### config.mk
export PLATFORM = sky130hd
export DESIGN_NAME = ant_noc_scheduler_flat
export DESIGN_NICKNAME = d
export VERILOG_FILES = /design/src/rtl/ant_noc_scheduler_if.sv /design/src/rtl/ant_noc_scheduler.sv /design/src/flat_wrapper.sv
export SDC_FILE = /design/constraint.sdc
export NUM_CORES = 1
export LEC_CHECK = 0
export BUFFER_PORTS_ARGS = -buffer_cell sky130_fd_sc_hd__buf_2
export CAP_MARGIN = 20
export CELL_PAD_IN_SITES_DETAIL_PLACEMENT = 1
export CELL_PAD_IN_SITES_GLOBAL_PLACEMENT = 2
export CORE_MARGIN = 3
export CORE_UTILIZATION = 27
export DETAILED_ROUTE_END_ITERATION = 8
export GPL_TIMING_DRIVEN = 0
export PLACE_DENSITY_LB_ADDON = 0.1
export SLEW_MARGIN = 25
export SYNTH_ARGS = -nofsm -noshare
export SYNTH_HDL_FRONTEND = slang
export SYNTH_SLANG_ARGS = --single-unit
export TNS_END_PERCENT = 10
### constraint.sdc
create_clock -name clk -period 4.2 [get_ports clk]
set_clock_uncertainty 0.15 [all_clocks]
set_input_delay 0.84 -clock clk [delete_from_list [all_inputs] [get_ports clk]]
set_output_delay 0.84 -clock clk [all_outputs]
set_load 0.01 [all_outputs]
### src/rtl/ant_noc_scheduler_if.sv
// Request/query/response and barrier bus between the ant array and the central scheduler.
interface ant_noc_scheduler_if #(
   parameter int NANT  = 4,
   parameter int N     = 16,
   parameter int WIDTH = 16,
   parameter int PW    = $clog2(NANT*N)
);
   logic [NANT-1:0]       req_valid;
   logic [NANT*PW-1:0]    req_page;
   logic [NANT-1:0]       query_valid;
   logic [PW-1:0]         query;
   logic [NANT*WIDTH-1:0] reply;
   logic [NANT-1:0]       resp_valid;
   logic [WIDTH+PW-1:0]   response;
   logic [NANT-1:0]       syc_out;
   logic [NANT-1:0]       syc_in;
   logic [15:0]           iter_count;
   logic                  busy;

   modport master (
      input  req_valid, req_page, reply, syc_out,
      output query_valid, query, resp_valid, response, syc_in, iter_count, busy
   );

   modport slave (
      output req_valid, req_page, reply, syc_out,
      input  query_valid, query, resp_valid, response, syc_in, iter_count, busy
   );
endinterface

### src/rtl/ant_noc_scheduler.sv
// Round-robin remote page-value scheduler and sweep barrier for the four-ant PageRank array.
// state | meaning
// IDLE  | arbitrate requests; otherwise release the barrier when all ants wait
// QUERY | owner's query strobe is out; its reply is captured at the closing edge
// RESP  | response pulse to the granted requester
module ant_noc_scheduler #(
   parameter int NANT  = 4,
   parameter int N     = 16,
   parameter int WIDTH = 16,
   parameter int PW    = $clog2(NANT*N)
) (
   input logic                clk,
   input logic                reset,
   ant_noc_scheduler_if.master bus
);
   typedef enum logic [1:0] {IDLE, QUERY, RESP} state_t;

   state_t              state, state_nxt;
   logic [1:0]          rr_ptr, rr_nxt;
   logic [1:0]          gnt, gnt_nxt, gnt_c, idx;
   logic                found;
   logic [PW-1:0]       pg, pg_nxt, pg_c;
   logic [1:0]          owner, owner_c;
   logic                armed, armed_nxt;
   logic [15:0]         iter, iter_nxt;
   logic [NANT-1:0]     qv, qv_nxt, rv, rv_nxt, syc, syc_nxt;
   logic [PW-1:0]       query_r, query_nxt;
   logic [WIDTH+PW-1:0] resp_r, resp_nxt;

   always_comb begin
      found = 1'b0;
      gnt_c = rr_ptr;
      idx   = '0;
      for (int i = 0; i < NANT; i++) begin
         idx = rr_ptr + 2'(i);
         if (!found && bus.req_valid[idx]) begin
            found = 1'b1;
            gnt_c = idx;
         end
      end
   end

   assign pg_c    = bus.req_page[int'(gnt_c)*PW +: PW];
   assign owner_c = pg_c[PW-1 -: 2];
   assign owner   = pg[PW-1 -: 2];

   always_comb begin
      state_nxt = state;
      rr_nxt    = rr_ptr;
      gnt_nxt   = gnt;
      pg_nxt    = pg;
      armed_nxt = armed;
      iter_nxt  = iter;
      qv_nxt    = '0;
      rv_nxt    = '0;
      syc_nxt   = '0;
      query_nxt = '0;
      resp_nxt  = '0;
      if (!(&bus.syc_out))
         armed_nxt = 1'b1;
      unique case (state)
         IDLE: begin
            if (found) begin
               state_nxt      = QUERY;
               gnt_nxt        = gnt_c;
               pg_nxt         = pg_c;
               rr_nxt         = gnt_c + 2'd1;
               qv_nxt[owner_c] = 1'b1;
               query_nxt      = pg_c;
            end else if ((&bus.syc_out) && armed) begin
               syc_nxt   = '1;
               armed_nxt = 1'b0;
               iter_nxt  = iter + 16'd1;
            end
         end
         QUERY: begin
            state_nxt   = RESP;
            rv_nxt[gnt] = 1'b1;
            resp_nxt    = {bus.reply[int'(owner)*WIDTH +: WIDTH], pg};
         end
         RESP: state_nxt = IDLE;
         default: state_nxt = IDLE;
      endcase
   end

   always_ff @(posedge clk) begin
      if (reset) begin
         state   <= IDLE;
         rr_ptr  <= '0;
         gnt     <= '0;
         pg      <= '0;
         armed   <= 1'b1;
         iter    <= '0;
         qv      <= '0;
         rv      <= '0;
         syc     <= '0;
         query_r <= '0;
         resp_r  <= '0;
      end else begin
         state   <= state_nxt;
         rr_ptr  <= rr_nxt;
         gnt     <= gnt_nxt;
         pg      <= pg_nxt;
         armed   <= armed_nxt;
         iter    <= iter_nxt;
         qv      <= qv_nxt;
         rv      <= rv_nxt;
         syc     <= syc_nxt;
         query_r <= query_nxt;
         resp_r  <= resp_nxt;
      end
   end

   assign bus.query_valid = qv;
   assign bus.query       = query_r;
   assign bus.resp_valid  = rv;
   assign bus.response    = resp_r;
   assign bus.syc_in      = syc;
   assign bus.iter_count  = iter;
   assign bus.busy        = (state != IDLE);
endmodule
### src/flat_wrapper.sv
// flat-port wrapper written by rule: the top's interface ports become plain ports
module ant_noc_scheduler_flat 
#(
   parameter int NANT  = 4,
   parameter int N     = 16,
   parameter int WIDTH = 16,
   parameter int PW    = $clog2(NANT*N)
)
  (clk, reset, bus_req_valid, bus_req_page, bus_reply, bus_syc_out, bus_query_valid, bus_query, bus_resp_valid, bus_response, bus_syc_in, bus_iter_count, bus_busy);
  ant_noc_scheduler_if #(.NANT(NANT), .N(N), .WIDTH(WIDTH), .PW(PW)) bus_i ();
  input logic clk;
  input logic reset;
  input wire logic [$bits(bus_i.req_valid)-1:0] bus_req_valid;
  input wire logic [$bits(bus_i.req_page)-1:0] bus_req_page;
  input wire logic [$bits(bus_i.reply)-1:0] bus_reply;
  input wire logic [$bits(bus_i.syc_out)-1:0] bus_syc_out;
  output wire logic [$bits(bus_i.query_valid)-1:0] bus_query_valid;
  output wire logic [$bits(bus_i.query)-1:0] bus_query;
  output wire logic [$bits(bus_i.resp_valid)-1:0] bus_resp_valid;
  output wire logic [$bits(bus_i.response)-1:0] bus_response;
  output wire logic [$bits(bus_i.syc_in)-1:0] bus_syc_in;
  output wire logic [$bits(bus_i.iter_count)-1:0] bus_iter_count;
  output wire logic [$bits(bus_i.busy)-1:0] bus_busy;
  assign bus_i.req_valid = bus_req_valid;
  assign bus_i.req_page = bus_req_page;
  assign bus_i.reply = bus_reply;
  assign bus_i.syc_out = bus_syc_out;
  assign bus_query_valid = bus_i.query_valid;
  assign bus_query = bus_i.query;
  assign bus_resp_valid = bus_i.resp_valid;
  assign bus_response = bus_i.response;
  assign bus_syc_in = bus_i.syc_in;
  assign bus_iter_count = bus_i.iter_count;
  assign bus_busy = bus_i.busy;
  ant_noc_scheduler #(.NANT(NANT), .N(N), .WIDTH(WIDTH), .PW(PW)) u_core (.clk(clk), .reset(reset), .bus(bus_i));
endmodule
---- Yosys cells after proc, flatten, opt, wreduce, memory -nomap -nowiden ----
Index checks and enable logic that the tools add are counted.
cells by class
  divide/modulo/power cells ............... 0
  muxes and demuxes ....................... 26
  shifts and indexed selects .............. 2
  reduce and logical (&&, ||, !) cells .... 17
  bitwise logic cells ..................... 3
  order comparisons ....................... 8
  equal/unequal tests ..................... 2
  add/subtract/negate cells ............... 5
  $mul .................................... 1
operators by type and width
  cell                   number
  $shiftx 64x7->16       1
  $shiftx 24x32->6       1
  $lt 2x3->1 const B     6
  $add 16x1->16 const B  1
  $mux 1                 14
  $bmux 1 s2             4
  $mux 2                 4
  $logic_and 1x1->1      6
  $reduce_or 3->1        2
  $add 2x1->2 const B    2
  $add 2x2->2 const B    2
  $demux 1 s2            2
  $ge 2x1->1 const B     2
  $mul 2x2->4 const B    1
  $mux 4                 1
  $pmux 2 s2             1
  $reduce_and 4->1       1
  $logic_not 1->1        3
  $not 1->1              3
  $reduce_and 3->1       1
  $eq 2x1->1 const B     1
  $logic_not 2->1        1
  $ne 2x1->1 const B     1
  $reduce_and 2->1       1
  2 further kinds        2
storage, ports and cells
  memories ................................ 0
  bits in latches ......................... 0
  bits of input ports ..................... 98
  memory bits (writable) .................. 0
  bits in read-only memories .............. 0
  logic and storage cells ................. 75
  flip-flop bits (word level) ............. 69

---- Depth between registers and ports, before layout ----
Gate-level depths: netlist (run 1).
  word-level depth ........................ 18
  gate-level depth with buffers ........... 8

---- Worst setup path before layout (run 1) ----
OpenSTA, ideal clock, no wires.
  kind .................................... input-to-reg
  start ................................... input port bus_req_valid[3]
  end ..................................... register u_core.qv[2] (netlist: u_core.bus.query_valid[2])
  slack ................................... 1.716 ns
  arrival ................................. 2.202 ns
  data required time ...................... 3.918 ns
  cell stages on the path ................. 8
  setup time .............................. 0.132 ns
  cell sequence ........................... and3b_1 > a2111oi_2 > or2_1 > buf_6 > buf_12 > mux2i_1 > mux2_4 > nor3b_2
on the way
  word-level cells in the longest chain between the ends .. 18
ends and longest elaborated chain
  element                                                         line                      RTL
  start: declaration                                              flat_wrapper.sv:13        input wire logic [$bits(bus_i.req_valid)-1:0] bus_req_valid;
  $bmux 1 s2                                                      ant_noc_scheduler.sv:36   if (!found && bus.req_valid[idx]) begin
  $mux 1 (implied by the code)                                    ant_noc_scheduler.sv:36
  $mux 1                                                          ant_noc_scheduler.sv:36
  $logic_not 1->1                                                 ant_noc_scheduler.sv:36
  $logic_and 1x1->1                                               ant_noc_scheduler.sv:36
  $mux 1                                                          ant_noc_scheduler.sv:36
  $logic_not 1->1                                                 ant_noc_scheduler.sv:36
  $logic_and 1x1->1                                               ant_noc_scheduler.sv:36
  (+2 left out)                                                   -
  $logic_and 1x1->1                                               ant_noc_scheduler.sv:36
  $mux 2                                                          ant_noc_scheduler.sv:36
  $mul 2x2->4                                                     ant_noc_scheduler.sv:43   assign pg_c = bus.req_page[int'(gnt_c)*PW +: PW];
  $shiftx 24x32->6                                                ant_noc_scheduler.sv:43
  $lt 2x3->1 (implied by the code) or $ge 2x1->1 (tied branches)  ant_noc_scheduler.sv:68   qv_nxt[owner_c] = 1'b1;
  $logic_and 1x1->1 (implied by the code)                         ant_noc_scheduler.sv:68
  $mux 1 (implied by the code)                                    ant_noc_scheduler.sv:68
  $demux 1 s2                                                     -
  end signal: assignment                                          ant_noc_scheduler.sv:106  qv <= qv_nxt;
  end: declaration                                                ant_noc_scheduler.sv:26   logic [NANT-1:0] qv, qv_nxt, rv, rv_nxt, syc, syc_nxt;
Several ways; a longest one is shown, not always the timed one. The select of a mux whose other input is x is not followed.
A chain may end at the register's enable or synchronous reset.

---- Final worst setup path (run 1) ----
  start ................................... input port bus_req_valid[1]
  end ..................................... register u_core.iter[12] (netlist: u_core.bus.iter_count[12])
on the way
  word-level cells in the longest chain between the ends .. 14
ends and longest elaborated chain
  element                       line                      RTL
  $bmux 1 s2                    ant_noc_scheduler.sv:36
  $mux 1 (implied by the code)  ant_noc_scheduler.sv:36
  $mux 1                        ant_noc_scheduler.sv:36
  $logic_not 1->1               ant_noc_scheduler.sv:36
  $logic_and 1x1->1             ant_noc_scheduler.sv:36
  $mux 1                        ant_noc_scheduler.sv:36
  $logic_not 1->1               ant_noc_scheduler.sv:36
  $logic_and 1x1->1             ant_noc_scheduler.sv:36
  $mux 1                        ant_noc_scheduler.sv:36
  $logic_not 1->1               ant_noc_scheduler.sv:36
  $logic_and 1x1->1             ant_noc_scheduler.sv:36
  $mux 1 *                      ant_noc_scheduler.sv:36
  $not 1->1 (no line) *         -
  $reduce_and 3->1 (no line) *  -
  end signal: assignment        ant_noc_scheduler.sv:105  iter <= iter_nxt;
  end: declaration              ant_noc_scheduler.sv:25   logic [15:0] iter, iter_nxt;
Mark *: on every way between the ends. The rest lies on a longest branch, timed or not. The select of a mux whose other input is x is not followed.

==> results of run 1 <==
## state kept, by name (all words and copies together), names as in the netlist
| signal | count |
|---|---|
| u_core.bus.resp_valid | 4 |
| u_core.gnt | 2 |
| u_core.rr_ptr | 2 |
| u_core.bus.iter_count | 16 |
| u_core.state | 2 |
| u_core.pg | 6 |
| u_core.bus.query_valid | 4 |
| u_core.bus.response | 22 |
| u_core.bus.query | 6 |
| u_core.armed | 1 |
| u_core.bus.syc_in | 1 |
## path summary, 6_finish.rpt
path | end | slack [ps] | cells after the start
max reg2reg | u_core.pg[1]$_SDFFE_PP0P_ | 1810 | 6
max | u_core.bus.iter_count[12]$_SDFFE_PP0P_ | 1410 | 7
min reg2reg | u_core.pg[3]$_SDFFE_PP0P_ | 320 | 2
min | u_core.pg[3]$_SDFFE_PP0P_ | 320 | 2
## metrics by stage
stage                     std cells  area [um2]  setup slack [ps]
after CTS                       568        4020              1390
after floorplan                 265        2840              1720
after global routing            568        4020              1070
after global placement          552        3780              1090
final                           568        4020              1410
after detailed placement        552        3780              1010
## power groups by stage
stage / Clock [mW] / Combinational (mW) / Sequential (mW)
after global placement: 0 / 0.353 / 0.700
after floorplan: 0 / 0.220 / 0.710
after global routing: 0.697 / 0.387 / 0.693
after detailed placement: 0 / 0.355 / 0.701
final: 0.648 / 0.348 / 0.687
after CTS: 0.669 / 0.357 / 0.687
## placed cells by master, fill, tap and decap left out, drive strengths merged, types with 8 or more instances in the layout
cell type	n
xor2	12
mux4	16
dfxtp	66
mux2i	12
clkbuf	19
nand3	8
nand2	20
nor2	31
and3	27
buf	162
## metal layers
layer / up-vias / global-route usage, %
met5: - / 0
li1: 1265 / -
met3: 8 / 4.00
met4: 0 / 5.14
met2: 89 / 22.3
met1: 1177 / 17.4
## kinds of logic after synthesis
| family | after synthesis |
|---|---|
| buf+inv | 23 |
| xor+xnor | 15 |
| mux | 33 |
| compound gates | 19 |
| flops | 66 |
| fa+ha+maj | 1 |
| simple gates | 108 |
## tightest hold or removal path, stage by stage, from the launching register on
cell     delay, ps
dfxtp_1        310
nand2_1         50
o22ai_1         60
## cell type report
| type | instances | area (um2) |
|---|---|---|
| inverter | 6 | 22.5 |
| timing repair buffer | 154 | 771 |
| fill | 1213 | 5980 |
| clock buffer | 10 | 128 |
| sequential | 66 | 1320 |
| clock inverter | 6 | 115 |
| buffer | 17 | 108 |
| multi-input combinational | 176 | 1390 |
| tap | 133 | 166 |
## cells in the mapped netlist (2+ instances only)
cell      number
and3_1        27
o22ai_1        3
mux4_2        16
dfxtp_1       66
and4_1         2
nor2_1        31
buf_6          2
nand2b_1       2
nor2b_1        3
xnor2_1        3
a21oi_1        4
clkbuf_1       9
buf_4          3
nand3_1        8
nor3b_2        2
mux2i_1       12
mux2_2         4
o21ai_1        2
nor3_1         3
o21ai_0        3
inv_1          5
nand4_1        3
nor3_2         2
xor2_1        12
nand2_1       20
==> summary.txt, run 1 <==
Synth
  • Top cells by area, synth: dfxtp_1, mux4_2, and3_1
  • Asr flop ratio synth: 0%
  • Cell Area, Synth: 0.00284 mm2
  • Synth Register Bits: 66
  • Post-synth EDFFs: 0
  • Post-Synthesis Cells: 265
  • Simple-gate share of the synthesized area: 20.1%
  • Mux share of post-synthesis cell area: 19.0%
  • Seq/Total Area, Yosys: 46.5%
  • Post-Synth XOR/XNOR Area: 4.63%
  • Cell taking the most area after synthesis: dfxtp_1
  • Post-synth top area share: 46.5%
  • Mapped Nets: 364
  • Ys flop type: dfxtp_1
  • Unique masters post-synth: 43
  • Ys Warns: 0
  • Syn avg cell area: 10.7 um2
  • Main combinational cell family by area after synthesis: simple AND/OR/NAND/NOR gates
  • Adder-cell share of the synthesized area: 0.441%
  • Compound-Gate Fraction of Synth Area: 4.72%

GRT
  • GRT Overall Usage: 13.8%
  • Vias in the first global route: 2,544
  • Grt total ovfl: 0
  • Largest net degree at the start of global routing: 13
  • Initial antenna violation count: 0
  • Wire length of the first global-routing pass: 12.6 mm

Clock tree
  • Postcts setup bufs: 0
  • Skew-Pair Late Insertion Delay: 340 ps
  • Clock root buffer: clkbuf_8
  • CTS tree: yes
  • Post-cts gate resize count: 0
  • Clk sinks: 66
  • H-Tree Depth: 3
  • Clock transition at path regs: 80 ps
  • Max Root-Sink Buffers: 2
  • Hold-fix buffers, CTS: 0
  • Num CTS Buffers: 9

Pwr
  • Peak VDD IR: 182 uV
  • Gate power share: 20.7%
  • Power share of the sequential group: 40.8%
  • Pleak: 1.98 nW
  • PD cells: 419 mW/mm2
  • Total power: 1.68 mW
  • Sw Ratio: 25.9%
  • Switching power: 0.435 mW
  • Clk pwr share: 38.5%
  • Internal power: 1.25 mW

Detailed routing
  • Drt drc: 0
  • Post-DR wirelength/cell: 14.2 um
  • Routed wl met3: 660 um
  • Routed wire length: 8.08 mm
  • Vias per cell: 4.47
  • Detail Route met2 WL: 3.84 mm
  • Initial DRT Pass Iterations: 4
  • Final ANT Viol Nets: 0
  • Wire length on met1: 3.46 mm
  • Initial DRC count: 71
  • Highest routed metal layer: met4
  • Total number of vias: 2,539

Worst hold path
  • Hold Path Origin: u_core.pg[3]$_SDFFE_PP0P_
  • Hold crit path type: register to register

Setup path
  • Crit. End Element: register
  • Worst path bufs/invs: 1
  • CP Launch Point: bus_req_valid[1]
  • Setup CP Type: input pin to register
  • Slowest cell on crit path: nor3_1
  • CP peak stage delay: 630 ps
  • Critical path startpoint category: input pin
  • Critical-path cell list: buf_2, nor4_2, nand4_1, nor3_1, nand2_1, xor2_1, nor2_1
  • CP max FO: 9
  • Worst EP arrival: 2860 ps
  • Crit path max-delay family: simple AND/OR/NAND/NOR gates
  • Worst path required time: 4270 ps
  • Reg-to-Reg Start: u_core.state[0]$_SDFFE_PP0P_

Floorplanning
  • DIE AREA: 0.0118 mm2
  • Io pins: 155
  • Total core area: 0.0100 mm2
  • Initial Utilization: 28.4%
  • Die H: 109 um
  • Die Wd: 109 um
  • Num rows: 36

Placed design
  • Half-perimeter wire length after placement: 6.45 mm
  • Port Buffers: 154
  • Placer Congestion: 0.691

STA
  • Period minus WS final: 2790 ps
  • Setup tns final: 0 ps
  • Slew Limit Headroom: 55.2%
  • Final hold vios: 0
  • Final Setup Violations: 0
  • Tcrit/Tclk final: 66.5%
  • WHS: 319 ps
  • Slew at the pin closest to its max-slew limit: 672 ps
  • Highest achievable clock rate: 358 MHz
  • Fin. max-slew vios: 0
  • RSZ-0062 raised after global routing: false

Final layout
  • Layout area overhead: 41.6%
  • Nets: 529
  • Final Util: 40.2%
  • Layout cells sized above 1: 46.9%
  • Diode count: 0

Run
  • Number of max-cap violations: 0

Run status
  • Status: finished, final reports clean
No activity file was read; power rests on OpenSTA's default activity.
==> inputs of run 2 (changes only) <==
--- a/config.mk
+++ b/config.mk
@@ -5,12 +5,13 @@
 export SDC_FILE = /design/constraint.sdc
 export NUM_CORES = 1
 export LEC_CHECK = 0
+export ABC_AREA = 1
 export BUFFER_PORTS_ARGS = -buffer_cell sky130_fd_sc_hd__buf_2
 export CAP_MARGIN = 20
 export CELL_PAD_IN_SITES_DETAIL_PLACEMENT = 1
 export CELL_PAD_IN_SITES_GLOBAL_PLACEMENT = 2
 export CORE_MARGIN = 3
-export CORE_UTILIZATION = 27
+export CORE_UTILIZATION = 24
 export DETAILED_ROUTE_END_ITERATION = 8
 export GPL_TIMING_DRIVEN = 0
 export PLACE_DENSITY_LB_ADDON = 0.1
==> constraint.sdc (replaced) <==
create_clock -name clk -period 2.81 [get_ports clk]
set_clock_uncertainty 0.15 [all_clocks]
set_input_delay 0.562 -clock clk [delete_from_list [all_inputs] [get_ports clk]]
set_output_delay 0.562 -clock clk [all_outputs]
set_load 0.01 [all_outputs]
==> run 2 against run 1 <==
Against the previous run:
- cell count up 57%
- die area grew 39%
- global-route usage rose by 1.4 points
- synthesized cell count increased by 100%
- combinational power rose to 6.5 times the previous value
- hold slack worse by 38 ps
- critical path depth grew 7
- routed wire length is 55% higher
- largest cell class unchanged
==> summary.txt, run 2 <==
Final layout
  • Layout area overhead: 36.2% (was 41.6%)
  • Post-route insts no fill: 891 (was 568)
  • Layout cells sized above 1: 31.4% (was 46.9%)
  • Nets: 801 (was 529)
  • Most common cell after layout, fill and taps aside: buf_2 (unchanged)
  • Diode count: 0 (unchanged)
  • Most frequent cells in the layout: buf_2, nand2_1, nor2_1 (was buf_2, dfxtp_1, nor2_1)
  • Max reg flops: 22 (unchanged)

Detailed routing
  • Initial DRT Pass Iterations: 4 (unchanged)
  • Final ANT Viol Nets: 0 (unchanged)
  • Routed wire length: 12.5 mm (was 8.08 mm)
  • Drt drc: 0 (unchanged)
  • Initial DRC count: 150 (was 71)
  • Total number of vias: 3,922 (was 2,539)
  • Post-DR wirelength/cell: 14.0 um (was 14.2 um)
  • Vias per cell: 4.40 (was 4.47)

Synth
  • Compound-Gate Fraction of Synth Area: 9.86% (was 4.72%)
  • Unique masters post-synth: 32 (was 43)
  • Mux share of post-synthesis cell area: 0% (was 19.0%)
  • Synth Register Bits: 66 (unchanged)
  • Dominant cell by count in the synthesized netlist: nand2_1 (was dfxtp_1)
  • Ys flop type: dfxtp_1 (unchanged)
  • Syn avg cell area: 6.67 um2 (was 10.7 um2)
  • Main combinational cell family by area after synthesis: simple AND/OR/NAND/NOR gates (unchanged)
  • Top cells by area, synth: dfxtp_1, nand2_1, nor2_1 (was dfxtp_1, mux4_2, and3_1)
  • Post-synth EDFFs: 0 (unchanged)
  • Ys Warns: 0 (unchanged)
  • Mapped Nets: 636 (was 364)
  • Post-synth top area share: 36.9% (was 46.5%)
  • Cell taking the most area after synthesis: dfxtp_1 (unchanged)
  • Synth cell count leaders: nand2_1, nor2_1, dfxtp_1, inv_1 (was dfxtp_1, nor2_1, and3_1, nand2_1, mux4_2)
  • Post-Synthesis Cells: 537 (was 265)
  • Asr flop ratio synth: 0% (unchanged)
  • Simple-gate share of the synthesized area: 41.6% (was 20.1%)
  • Cell Area, Synth: 0.00358 mm2 (was 0.00284 mm2)
  • Seq/Total Area, Yosys: 36.9% (was 46.5%)
  • Adder-cell share of the synthesized area: 0.350% (was 0.441%)
  • Post-Synth XOR/XNOR Area: 1.71% (was 4.63%)

GRT
  • Initial antenna violation count: 0 (unchanged)
  • Largest net degree at the start of global routing: 13 (unchanged)
  • Grt total ovfl: 0 (unchanged)
  • GRT Overall Usage: 15.2% (was 13.8%)
  • Wire length of the first global-routing pass: 20.0 mm (was 12.6 mm)
  • Vias in the first global route: 4,029 (was 2,544)

Setup path
  • Worst path required time: 2930 ps (was 4270 ps)
  • Worst EP arrival: 2240 ps (was 2860 ps)
  • Crit. End Element: register (unchanged)
  • Setup CP Type: register to register (was input pin to register)
  • Critical path startpoint category: register (was input pin)
  • CP max FO: 9 (unchanged)

Placed design
  • Port Buffers: 154 (unchanged)
  • Half-perimeter wire length after placement: 9.87 mm (was 6.45 mm)
  • Placer Congestion: 0.804 (was 0.691)
  • Dpl cells: 875 (was 552)

STA
  • Period minus WS final: 2120 ps
  • Slew Limit Headroom: 61.7% (was 55.2%)
  • RSZ-0062 raised after global routing: false (unchanged)
  • Fin. max-slew vios: 0 (unchanged)
  • Slew at the pin closest to its max-slew limit: 574 ps (was 672 ps)
  • Final hold vios: 0 (unchanged)
  • Final Setup Violations: 0 (unchanged)
  • Setup tns final: 0 ps (unchanged)
  • Highest achievable clock rate: 471 MHz
  • Tcrit/Tclk final: 75.5%

Pwr
  • Clk pwr share: 24.6% (was 38.5%)
  • Power share of the sequential group: 25.6% (was 40.8%)
  • Peak VDD IR: 420 uV (was 182 uV)
  • PD cells: 931 mW/mm2 (was 419 mW/mm2)
  • Total power: 4.54 mW (was 1.68 mW)
  • Sw Ratio: 43.7% (was 25.9%)
  • Internal power: 2.55 mW (was 1.25 mW)
  • Gate power share: 49.8% (was 20.7%)
  • Switching power: 1.99 mW (was 0.435 mW)
  • Pleak: 2.48 nW (was 1.98 nW)

Clock tree
  • Postcts setup bufs: 0 (unchanged)
  • Hold-fix buffers, CTS: 0 (unchanged)
  • Clk sinks: 66 (unchanged)
  • Num CTS Buffers: 9 (unchanged)
  • H-Tree Depth: 3 (unchanged)
  • Clock transition at path regs: 60 ps (was 80 ps)
  • Max Root-Sink Buffers: 2 (unchanged)
  • Clock root buffer: clkbuf_16 (was clkbuf_8)
  • Skew-Pair Late Insertion Delay: 340 ps (about the same)
  • Post-cts gate resize count: 0 (unchanged)
  • CTS tree: yes (unchanged)

Floorplanning
  • DIE AREA: 0.0164 mm2 (was 0.0118 mm2)
  • Initial Utilization: 24.5% (was 28.4%)
  • Total core area: 0.0146 mm2 (was 0.0100 mm2)
  • Num rows: 44 (was 36)
  • Io pins: 155 (unchanged)
  • Die Wd: 128 um (was 109 um)
  • Die H: 128 um (was 109 um)

Run
  • Number of max-cap violations: 0 (unchanged)

Run status
  • Status: finished, final reports clean (unchanged)

Worst hold path
  • Hold crit path type: register to register (unchanged)
==> run 2: cell types whose count changed after synthesis, sizes merged, moves of 27 or more <==
cell   previous run  this run
nand2            20       160
nor2             31       103
inv               5        45
o21ai             5        40
nand3             8        39
and3             27         0
==> run 2: cells by family (layout without fill, tap and decap cells) <==
group | count (synthesis) | after routing
xor+xnor | 7 | 7
compound gates | 70 | 70
simple gates | 321 | 321
fa+ha+maj | 1 | 1
flops | 66 | 66
buf+inv | 72 | 242
==> run 2: through the flow <==
step	hold slack, ps	utilization [%]	worst slack, ps	instance area, um2
after floorplan	258	-	915	3580
after global placement	270	31.4	549	4580
after detailed placement	271	31.4	538	4580
after CTS	283	33.4	640	4880
after global routing	304	33.4	416	4880
final	281	33.4	688	4880
==> run 2: critical path, stage by stage (launching register included) <==
cell	delay [ps]
dfxtp_1	310
buf_6	140
inv_4	90
nand2_1	70
nand2_2	120
nand2_1	110
nand2_4	130
nand4_4	140
nand2_4	130
nand2_4	100
nand2_1	110
nand2_1	60
nand2_1	60
nand3_1	170
nor2_1	160
==> run 2: per-layer routing <==
metal | track usage [%] | routed length, um | vias to the layer above
li1 | - | - | 2022
met1 | 19.0 | 5820 | 1785
met2 | 26.2 | 5890 | 99
met3 | 3.04 | 576 | 16
met4 | 5.06 | 203 | 0
met5 | 0 | 0 | -
==> run 2: path summary, 6_finish.rpt <==
| kind | from | endpoint | slack (ps) | cells past startpoint |
|---|---|---|---|---|
| max | u_core.rr_ptr[1]$_SDFFE_PP0P_ | u_core.bus.query_valid[3]$_SDFF_PP0_ | 690 | 14 |
| min reg2reg | u_core.pg[2]$_SDFFE_PP0P_ | u_core.bus.response[2]$_SDFF_PP0_ | 280 | 2 |
| min | u_core.pg[2]$_SDFFE_PP0P_ | u_core.bus.response[2]$_SDFF_PP0_ | 280 | 2 |
| max reg2reg | u_core.rr_ptr[1]$_SDFFE_PP0P_ | u_core.bus.query_valid[3]$_SDFF_PP0_ | 690 | 14 |
==> run 2: layout make-up <==
class | count | area (um2)
fillers | 1913 | 9710
repair buffers | 154 | 771
clock inverters | 6 | 67.6
plain buffers | 24 | 160
inverters | 48 | 183
multi-input cells | 399 | 1920
flip-flops and latches | 66 | 1320
well taps | 184 | 230
clock buffers | 10 | 229
==> run 2: power groups by stage <==
stage	Sequential, mW	Combinational, mW	Clock (mW)
3_3_place_gp	1.18	2.30	0
4_1_cts	1.17	2.33	1.15
2_1_floorplan	1.23	1.63	0
3_5_place_dp	1.18	2.32	0
6_report	1.16	2.26	1.12
5_1_grt	1.19	2.59	1.20
==> inputs of run 3 (changes only) <==
==> constraint.sdc (replaced) <==
create_clock -name clk -period 2.1 [get_ports clk]
set_clock_uncertainty 0.15 [all_clocks]
set_input_delay 0.42 -clock clk [delete_from_list [all_inputs] [get_ports clk]]
set_output_delay 0.42 -clock clk [all_outputs]
set_load 0.01 [all_outputs]
==> run 3 against run 2 <==
Against the previous run:
- critical path depth rose by 3
- first-iteration DRC count increased by 6.0%
- sequential share of layout area decreased by 1.3 points
- die area unchanged
- design area is 5.4% higher
- sequential cell count is the same
- cell count is 1.3% higher
- power grew 46%
- highest routed layer unchanged
==> summary.txt, run 3 (same netlist as run 2, synthesis figures left out) <==
GRT
  • Grt met3 use: 3.00% (was 3.04%)
  • GRT Overall Usage: 15.3% (was 15.2%)
  • Initial antenna violation count: 0 (unchanged)
  • Grt total ovfl: 0 (unchanged)
  • Wire length of the first global-routing pass: 20.0 mm (about the same)
  • Grt met1 use: 19.1% (was 19.0%)
  • Vias in the first global route: 4,024 (was 4,029)
  • Met2 Use GR: 26.2% (about the same)
  • Largest net degree at the start of global routing: 13 (unchanged)
  • GRT Max-Usage Layer: met2 (unchanged)

Detailed routing
  • Post-DR wirelength/cell: 14.2 um (was 14.0 um)
  • Initial DRT Pass Iterations: 4 (unchanged)
  • Final ANT Viol Nets: 0 (unchanged)
  • Drt drc: 0 (unchanged)
  • Initial DRC count: 159 (was 150)
  • Total number of vias: 4,013 (was 3,922)
  • Vias per cell: 4.44 (was 4.40)
  • Routed wire length: 12.8 mm (was 12.5 mm)

STA
  • Slew Limit Headroom: 59.9% (was 61.7%)
  • Fin. max-slew vios: 0 (unchanged)
  • Period minus WS final: 2060 ps (was 2120 ps)
  • Final Setup Violations: 0 (unchanged)
  • Final hold vios: 0 (unchanged)
  • Highest achievable clock rate: 486 MHz (was 471 MHz)
  • WHS: 214 ps (was 281 ps)
  • RSZ-0062 raised after global routing: true (was false)
  • Tcrit/Tclk final: 98.0% (was 75.5%)
  • Slew at the pin closest to its max-slew limit: 601 ps (was 574 ps)

Setup path
  • Worst EP arrival: 2180 ps (was 2240 ps)
  • Setup CP Type: register to register (unchanged)
  • Critical path startpoint category: register (unchanged)
  • CP max FO: 6 (was 9)
  • Worst path required time: 2220 ps (was 2930 ps)
  • Crit. End Element: register (unchanged)

Floorplanning
  • Die H: 128 um (unchanged)
  • Die Wd: 128 um (unchanged)
  • Total core area: 0.0146 mm2 (unchanged)
  • Initial Utilization: 24.5% (unchanged)
  • Num rows: 44 (unchanged)
  • DIE AREA: 0.0164 mm2 (unchanged)
  • Io pins: 155 (unchanged)

Clock tree
  • Max Root-Sink Buffers: 2 (unchanged)
  • CTS tree: yes (unchanged)
  • Clk sinks: 66 (unchanged)
  • Clock root buffer: clkbuf_16 (unchanged)
  • Num CTS Buffers: 9 (unchanged)
  • H-Tree Depth: 3 (unchanged)
  • Skew-Pair Late Insertion Delay: 330 ps (was 340 ps)
  • Clock transition at path regs: 60 ps (about the same)

Pwr
  • Internal power: 3.76 mW (was 2.55 mW)
  • Power share of the sequential group: 24.0% (was 25.6%)
  • Peak VDD IR: 724 uV (was 420 uV)
  • Pleak: 2.58 nW (was 2.48 nW)
  • Sw Ratio: 43.1% (was 43.7%)
  • Gate power share: 53.5% (was 49.8%)
  • Clk pwr share: 22.5% (was 24.6%)
  • PD cells: 1290 mW/mm2 (was 931 mW/mm2)
  • Switching power: 2.85 mW (was 1.99 mW)

Final layout
  • Max reg flops: 22 (unchanged)
  • Layout area overhead: 43.6% (was 36.2%)
  • # fillers: 1,902 (was 1,913)
  • Nets: 813 (was 801)
  • Most frequent cells in the layout: buf_2, nand2_1, nor2_1 (unchanged)
  • Most common cell after layout, fill and taps aside: buf_2 (unchanged)
  • Post-route insts no fill: 903 (was 891)
  • Diode count: 0 (unchanged)
  • Layout cells sized above 1: 35.3% (was 31.4%)

Placed design
  • Placer Congestion: 0.804 (unchanged)
  • Dpl cells: 875 (unchanged)
  • Half-perimeter wire length after placement: 9.87 mm (unchanged)
  • Port Buffers: 154 (unchanged)

Run status
  • Status: finished, final reports clean (unchanged)

Worst hold path
  • Hold crit path type: input pin to register (was register to register)

Run
  • Number of max-cap violations: 0 (unchanged)
run 3: changes by cell type in the layout (fill, tap and decap cells not counted), sizes merged:
cell,change
nand2,+1
clkinv,-1
buf,+11
clkinvlp,+1
run 3: area by class of cell:
cell class              count  area, um2  share of cell area (%)
clock buffers              10        229                    4.46
multi-input cells         400       2020                    39.2
repair buffers            166        895                    17.4
well taps                 184        230                    4.48
flip-flops and latches     66       1330                    25.8
clock inverters             6       67.6                    1.31
plain buffers              23        181                    3.53
inverters                  48        194                    3.77
run 3: metal layers:
metal,share of wire (%),up-vias
met5,0,-
met4,1.8,0
met3,4.2,18
met2,48,97
met1,46,1844
li1,-,2054
run 3: metrics by stage:
step	util, %	power (mW)	setup TNS, ps	setup slack [ps]	instance area (um2)
CTS	33.6	6.28	-36.3	-23.4	4900
floorplan	-	3.82	0	264	3580
global route	35.2	7.20	-1530	-98.8	5140
global placement	31.4	4.65	-129	-36.9	4580
detailed placement	31.4	4.68	-149	-33.3	4580
finish	35.2	6.61	0	42.8	5140
run 3: critical path, cell delays in order (launching register included):
cell and delay [ps]:
dfxtp_4 360, inv_2 50, buf_8 120, buf_6 130
nand2_4 60, nand3_2 80, nand2_4 120, nand2_2 70
nand2_1 70, nand2_2 60, nand2_4 130, buf_12 120
nand2_4 60, nand2_1 60, nand2_1 50, nand2_1 80
nand3_2 130, nor2_1 110
run 3: worst paths after layout:
| kind | startpoint | endpoint | slack [ps] | cells past startpoint |
|---|---|---|---|---|
| max | u_core.rr_ptr[0]$_SDFFE_PP0P_ | u_core.bus.query_valid[1]$_SDFF_PP0_ | 40 | 17 |
| min | bus_reply[58] | u_core.bus.response[16]$_SDFF_PP0_ | 210 | 3 |
| max reg2reg | u_core.rr_ptr[0]$_SDFFE_PP0P_ | u_core.bus.query_valid[1]$_SDFF_PP0_ | 40 | 17 |
| min reg2reg | u_core.pg[2]$_SDFFE_PP0P_ | u_core.bus.response[2]$_SDFF_PP0_ | 280 | 2 |
run 3: power by group through the flow:
| stage | Clock (mW) | Combinational, mW | Sequential, mW |
|---|---|---|---|
| floorplan | 0 | 2.18 | 1.64 |
| CTS | 1.54 | 3.17 | 1.56 |
| finish | 1.49 | 3.54 | 1.58 |
| global route | 1.60 | 3.97 | 1.62 |
| global placement | 0 | 3.07 | 1.58 |
| detailed placement | 0 | 3.10 | 1.58 |
run 3: repair_timing:
item	4_1_cts	5_1_grt
pin swaps	1	12
cloned	0	2
hold buffers	0	0
resized for setup	6	33
setup endpoints to repair	17	44
setup buffers	0	11
